$ cat config.mk
export PLATFORM = sky130hd
export DESIGN_NAME = icache_flat
export DESIGN_NICKNAME = d
export VERILOG_FILES = /design/src/rtl/icache_if.sv /design/src/rtl/icache.sv /design/src/flat_wrapper.sv
export SDC_FILE = /design/constraint.sdc
export NUM_CORES = 2
export LEC_CHECK = 0
export ABC_CLOCK_PERIOD_IN_PS = 4300
export BUFFER_PORTS_ARGS = -buffer_cell sky130_fd_sc_hd__buf_2
export CAP_MARGIN = 10
export CORE_MARGIN = 2
export CORE_UTILIZATION = 62
export CTS_CLUSTER_DIAMETER = 120
export DETAILED_ROUTE_END_ITERATION = 8
export GPL_TIMING_DRIVEN = 1
export HOLD_SLACK_MARGIN = 0.12
export PLACE_DENSITY = 0.78
export RECOVER_POWER = 50
export SYNTH_ARGS = -nofsm -noshare
export SYNTH_HDL_FRONTEND = slang
export SYNTH_SLANG_ARGS = --single-unit
$ cat constraint.sdc
create_clock -name clk -period 4.3 [get_ports clk]
set_input_delay 0.215 -clock clk [delete_from_list [all_inputs] [get_ports clk]]
set_output_delay 0.215 -clock clk [all_outputs]
set_load 0.02 [all_outputs]
$ cat src/rtl/icache_if.sv
// Handshake bundle between the instruction cache, the fetch stage and the
// memory controller's instruction port.
interface icache_if;
  logic        iIF_En;
  logic [31:0] iIF_Pc;
  logic        oIF_Rdy;
  logic        oIF_En;
  logic [31:0] oIF_Ins;
  logic        iClr;
  logic        iFlush;
  logic        oMC_En;
  logic [31:0] oMC_Pc;
  logic        iMC_En;
  logic [31:0] iMC_Ins;

  modport slave (
    input  iIF_En, iIF_Pc, iClr, iFlush, iMC_En, iMC_Ins,
    output oIF_Rdy, oIF_En, oIF_Ins, oMC_En, oMC_Pc
  );

  modport master (
    output iIF_En, iIF_Pc, iClr, iFlush, iMC_En, iMC_Ins,
    input  oIF_Rdy, oIF_En, oIF_Ins, oMC_En, oMC_Pc
  );
endinterface

$ cat src/rtl/icache.sv
// Direct-mapped, one-word-per-line instruction cache with a single outstanding
// memory fetch; a pipeline clear turns a pending miss into a silent line fill.
module icache #(
  parameter int IDX_W = 5
) (
  input  logic     clk,
  input  logic     rst,
  input  logic     en,
  icache_if.slave  bus
);

  localparam int LINES = 1 << IDX_W;
  localparam int TAG_W = 30 - IDX_W;

  typedef enum logic [1:0] {IDLE, MISS, DROP} state_t;

  state_t             state, state_nxt;
  logic [LINES-1:0]   valid, valid_nxt;
  logic [TAG_W-1:0]   tag_mem  [LINES];
  logic [31:0]        data_mem [LINES];
  logic [31:2]        mpc, mpc_nxt;

  logic [IDX_W-1:0]   req_idx, fill_idx;
  logic [TAG_W-1:0]   req_tag;
  logic               hit, accept, fill;
  logic               if_en_nxt, mc_en_nxt;
  logic [31:0]        if_ins_nxt, mc_pc_nxt;

  assign req_idx  = bus.iIF_Pc[IDX_W+1:2];
  assign req_tag  = bus.iIF_Pc[31:IDX_W+2];
  assign fill_idx = mpc[IDX_W+1:2];
  assign hit      = valid[req_idx] && (tag_mem[req_idx] == req_tag);
  assign accept   = (state == IDLE) && bus.iIF_En && !bus.iClr;
  // A return is only meaningful while a fetch is outstanding; strays in IDLE are dropped.
  assign fill     = (state != IDLE) && bus.iMC_En;

  assign bus.oIF_Rdy = (state == IDLE);

  always_ff @(posedge clk or negedge rst) begin
    if (!rst)
      state <= IDLE;
    else if (en)
      state <= state_nxt;
  end

  always_comb begin
    state_nxt = state;
    case (state)
      IDLE: if (accept && !hit) state_nxt = MISS;
      MISS: begin
        if (bus.iMC_En)    state_nxt = IDLE;
        else if (bus.iClr) state_nxt = DROP;
      end
      DROP: if (bus.iMC_En) state_nxt = IDLE;
      default: state_nxt = IDLE;
    endcase
  end

  always_comb begin
    if_en_nxt  = 1'b0;
    mc_en_nxt  = 1'b0;
    if_ins_nxt = bus.oIF_Ins;
    mc_pc_nxt  = bus.oMC_Pc;
    mpc_nxt    = mpc;
    // Flush clears everything, but a fill landing in the same cycle keeps its line.
    valid_nxt  = bus.iFlush ? '0 : valid;
    if (fill)
      valid_nxt[fill_idx] = 1'b1;
    case (state)
      IDLE: begin
        if (accept) begin
          if (hit) begin
            if_en_nxt  = 1'b1;
            if_ins_nxt = data_mem[req_idx];
          end else begin
            mc_en_nxt  = 1'b1;
            mc_pc_nxt  = {bus.iIF_Pc[31:2], 2'b00};
            mpc_nxt    = bus.iIF_Pc[31:2];
          end
        end
      end
      MISS: begin
        if (bus.iMC_En && !bus.iClr) begin
          if_en_nxt  = 1'b1;
          if_ins_nxt = bus.iMC_Ins;
        end
      end
      default: ;
    endcase
  end

  always_ff @(posedge clk or negedge rst) begin
    if (!rst) begin
      bus.oIF_En  <= 1'b0;
      bus.oIF_Ins <= '0;
      bus.oMC_En  <= 1'b0;
      bus.oMC_Pc  <= '0;
      mpc         <= '0;
      valid       <= '0;
    end else if (en) begin
      bus.oIF_En  <= if_en_nxt;
      bus.oIF_Ins <= if_ins_nxt;
      bus.oMC_En  <= mc_en_nxt;
      bus.oMC_Pc  <= mc_pc_nxt;
      mpc         <= mpc_nxt;
      valid       <= valid_nxt;
    end
  end

  // Tag and data arrays carry no reset; valid alone decides whether they are trusted.
  always_ff @(posedge clk) begin
    if (en && fill) begin
      tag_mem[fill_idx]  <= mpc[31:IDX_W+2];
      data_mem[fill_idx] <= bus.iMC_Ins;
    end
  end

endmodule

$ cat src/flat_wrapper.sv
// flat-port wrapper written by rule: the top's interface ports become plain ports
module icache_flat 
#(
  parameter int IDX_W = 5
)
  (clk, rst, en, bus_iIF_En, bus_iIF_Pc, bus_iClr, bus_iFlush, bus_iMC_En, bus_iMC_Ins, bus_oIF_Rdy, bus_oIF_En, bus_oIF_Ins, bus_oMC_En, bus_oMC_Pc);
  icache_if bus_i ();
  input  logic clk;
  input  logic rst;
  input  logic en;
  input wire logic [$bits(bus_i.iIF_En)-1:0] bus_iIF_En;
  input wire logic [$bits(bus_i.iIF_Pc)-1:0] bus_iIF_Pc;
  input wire logic [$bits(bus_i.iClr)-1:0] bus_iClr;
  input wire logic [$bits(bus_i.iFlush)-1:0] bus_iFlush;
  input wire logic [$bits(bus_i.iMC_En)-1:0] bus_iMC_En;
  input wire logic [$bits(bus_i.iMC_Ins)-1:0] bus_iMC_Ins;
  output wire logic [$bits(bus_i.oIF_Rdy)-1:0] bus_oIF_Rdy;
  output wire logic [$bits(bus_i.oIF_En)-1:0] bus_oIF_En;
  output wire logic [$bits(bus_i.oIF_Ins)-1:0] bus_oIF_Ins;
  output wire logic [$bits(bus_i.oMC_En)-1:0] bus_oMC_En;
  output wire logic [$bits(bus_i.oMC_Pc)-1:0] bus_oMC_Pc;
  assign bus_i.iIF_En = bus_iIF_En;
  assign bus_i.iIF_Pc = bus_iIF_Pc;
  assign bus_i.iClr = bus_iClr;
  assign bus_i.iFlush = bus_iFlush;
  assign bus_i.iMC_En = bus_iMC_En;
  assign bus_i.iMC_Ins = bus_iMC_Ins;
  assign bus_oIF_Rdy = bus_i.oIF_Rdy;
  assign bus_oIF_En = bus_i.oIF_En;
  assign bus_oIF_Ins = bus_i.oIF_Ins;
  assign bus_oMC_En = bus_i.oMC_En;
  assign bus_oMC_Pc = bus_i.oMC_Pc;
  icache #(.IDX_W(IDX_W)) u_core (.clk(clk), .rst(rst), .en(en), .bus(bus_i));
endmodule
==> out/results.ini <==
[worst_setup_path]
end_kind=register
worstPathRequired_ps=4980
worst-path-max-fanout=33
path_delay_family=multiplexers
slowest_stage=or4_4
worstPathArrival_ps=4880
crit_type=reg -> reg
path_buf_inv=2
start_kind=register
crit_chain=mux4_2, mux2_2, a22oi_1, nand3_1, xor2_1, a2111o_1, or4_4, nor4_2, buf_4, a22oi_2, buf_12, mux2_1
max_stage_delay_ps=510

[clock_tree]
cts.sinks=1922
clockBufferDepth=3
cts_tree=yes
clkSlewWorstSetupHoldPaths_ps=70
postCtsSetupRepairBufs=0
htree_levels=4
cts-root-buf=clkbuf_16
insertion_delay_ps=820
cts_buffers=182

[route]
vias=37600
drc=0
wirelength_mm=191
wl_per_cell_um=35.8
ant_nets=0
drt-initial-drc-count=5376
vias_per_cell=7.04
dr.pass1.iters=6

[power_and_ir_drop]
powerDensity_nw_per_um2=503
power.switching_mw=9.95
p_seq_frac=0.541
ir_drop_mv=0.491
finalPower_mw=42.5
leakagePower_nw=27.9
pwr-share-comb=0.072
clockPowerShare=0.387
internal-power_mw=32.5
p_sw_frac=0.234

[yosys]
synth_top_area_frac=0.740
syn_area_sq_um=74000
syn_area_per_cell_sq_um=22.6
synth_cell_types=54
seq_area_frac_synth=0.774
synth_top_area_cell=edfxtp_1
synth_edf_count=1824
async_reset_ff_frac=0.0510
synthFlopType=edfxtp_1
yosys-top-cells-area=edfxtp_1 74%, mux4_2 14%, dfrtp_1 3.3%
yosys_warnings=0
synth_cells=3277
synth-seq-cells=1922

[sta]
fin_crit_sh=0.977
hold_viol=0
tightestPinTransition_ps=2270
finalWorstSetupSlack_ps=101
rsz0062_at_grt=no
finalSetupTns_ps=0
maxSlewHeadroom=-0.513
slew_violations=100
max_freq_mhz=238
min_period_ps=4200
fin_skew_ps=42.7
finalSetupViolCount=0

[grt]
antenna_found_initial=3
grt_pass1_vias=38700
grt_util_met2=0.516
grt_use_total=0.319
grt_pass1_wl_mm=273
grtUsageMet3=0.0768
busiest_layer=met2
use_met1=0.426
grt_max_degree=177
grt_overflow_total=0

[floorplanning]
die_height_um=349
core_sq_um=118000
start_util=0.626
num_rows=126
die_area_sq_um=122000
chipWidth_um=349
io_pins=138

[cells_and_area]
drive_gt1_frac=0.272
mostFrequentLayoutCell=edfxtp_1
area_growth_pct=14.0
final_util=0.713
nNetsFinal=3719
layout_common_cells=1824 x edfxtp_1, 458 x mux4_2, 198 x mux2i_1, 185 x clkbuf_16, 125 x buf_4
fillCellCount=6457
stdcell_count=5343

[run_status]
outcome=finished with violations
violations=max-capacitance violations, max-slew violations

[worst_hold_path]
hp-class=in -> reg

[placed_design]
globalplace.congestion=0.844
io_buffers=133
place_hpwl_mm=95.2
dp_slack_ps=-179
dp.cells=4929

[job]
cap_viol_max_count=2

metal layers:
metal	share of wire	wire length [um]
met5	0.000068	13
met4	0.042	7990
met3	0.11	21400
met2	0.50	95500
met1	0.35	66300
flip-flops by register name, summed over array words and instances, names as in the netlist:
register            count
u_core.data_mem      1024
u_core.tag_mem        800
u_core.bus.oIF_Ins     32
u_core.valid           32
u_core.mpc             30
u_core.state            2
u_core.bus.oIF_En       1
u_core.bus.oMC_En       1
power groups by stage:
stage | sequential (mW) | combinational [mW] | clock (mW)
CTS | 22.9 | 3.10 | 16.5
detailed placement | 23.3 | 2.98 | 0
global route | 23.1 | 3.22 | 17.2
floorplan | 23.2 | 1.51 | 0
global placement | 23.2 | 2.91 | 0
finish | 23.0 | 3.06 | 16.4
cell usage after synthesis (all sizes together) (13+ instances only):
| cell | n |
|---|---|
| edfxtp | 1824 |
| nand2 | 69 |
| nor2 | 64 |
| mux2 | 75 |
| xor2 | 13 |
| mux2i | 198 |
| a22oi | 77 |
| a21o | 32 |
| buf | 106 |
| clkbuf | 68 |
| a221oi | 18 |
| dfrtp | 98 |
| o21ai | 62 |
| mux4 | 458 |
cell type report:
type                            count  area [sq um]  share of cell area
Inverter                            7          32.5            0.000386
Clock inverter                    106          1230              0.0145
Antenna cell                        1          2.50           0.0000297
Timing Repair Buffer              360          2890              0.0343
Multi-Input combinational cell   1175         16200               0.192
Sequential cell                  1922         57200               0.678
Clock buffer                      236          4900              0.0581
Tap cell                         1536          1920              0.0228
final timing paths:
kind	from	to	slack (ps)	cells past startpoint
worst max-delay path	u_core.tag_mem[24][20]$_DFFE_PP_	u_core.bus.oIF_Ins[1]$_DFFE_PN0P_	100	12
worst min-delay path	bus_iIF_Pc[26]	u_core.mpc[26]$_DFFE_PN0P_	210	3
worst max register to register	u_core.tag_mem[24][20]$_DFFE_PP_	u_core.bus.oIF_Ins[1]$_DFFE_PN0P_	100	12
worst min register to register	u_core.valid[29]$_DFFE_PN0P_	u_core.valid[29]$_DFFE_PN0P_	480	1
max in group asynchronous	rst	u_core.bus.oMC_En$_DFFE_PN0P_	1280	4
min in group asynchronous	rst	u_core.bus.oIF_Ins[23]$_DFFE_PN0P_	1510	4
stage by stage:
stage / cell area (sq um) / hold slack, ps
final: 84400 / 208
after global routing: 84400 / 201
after CTS: 84400 / 150
after detailed placement: 77600 / 326
after global placement: 77600 / 306
after floorplan: 74000 / -80.6
tightest hold or removal path: stages:
cell and delay, ps:
dlygate4sd3_1 520, buf_2 130, mux2_1 130
kinds of logic after synthesis:
logic type / share of synthesized area
other: 0.0000507
AND/OR/NAND/NOR: 0.0121
buffers and inverters: 0.0115
XOR/XNOR: 0.00260
multiplexers: 0.179
AO/OA/AOI/OAI: 0.0211
flip-flops: 0.774
timing repair:
item / CTS / global route
hold buffers: 68 / 1
setup endpoints to repair: 0 / 56
hold endpoints to repair: 1132 / 1
gates resized for setup: 0 / 1
No activity file was read; power rests on OpenSTA's default activity.
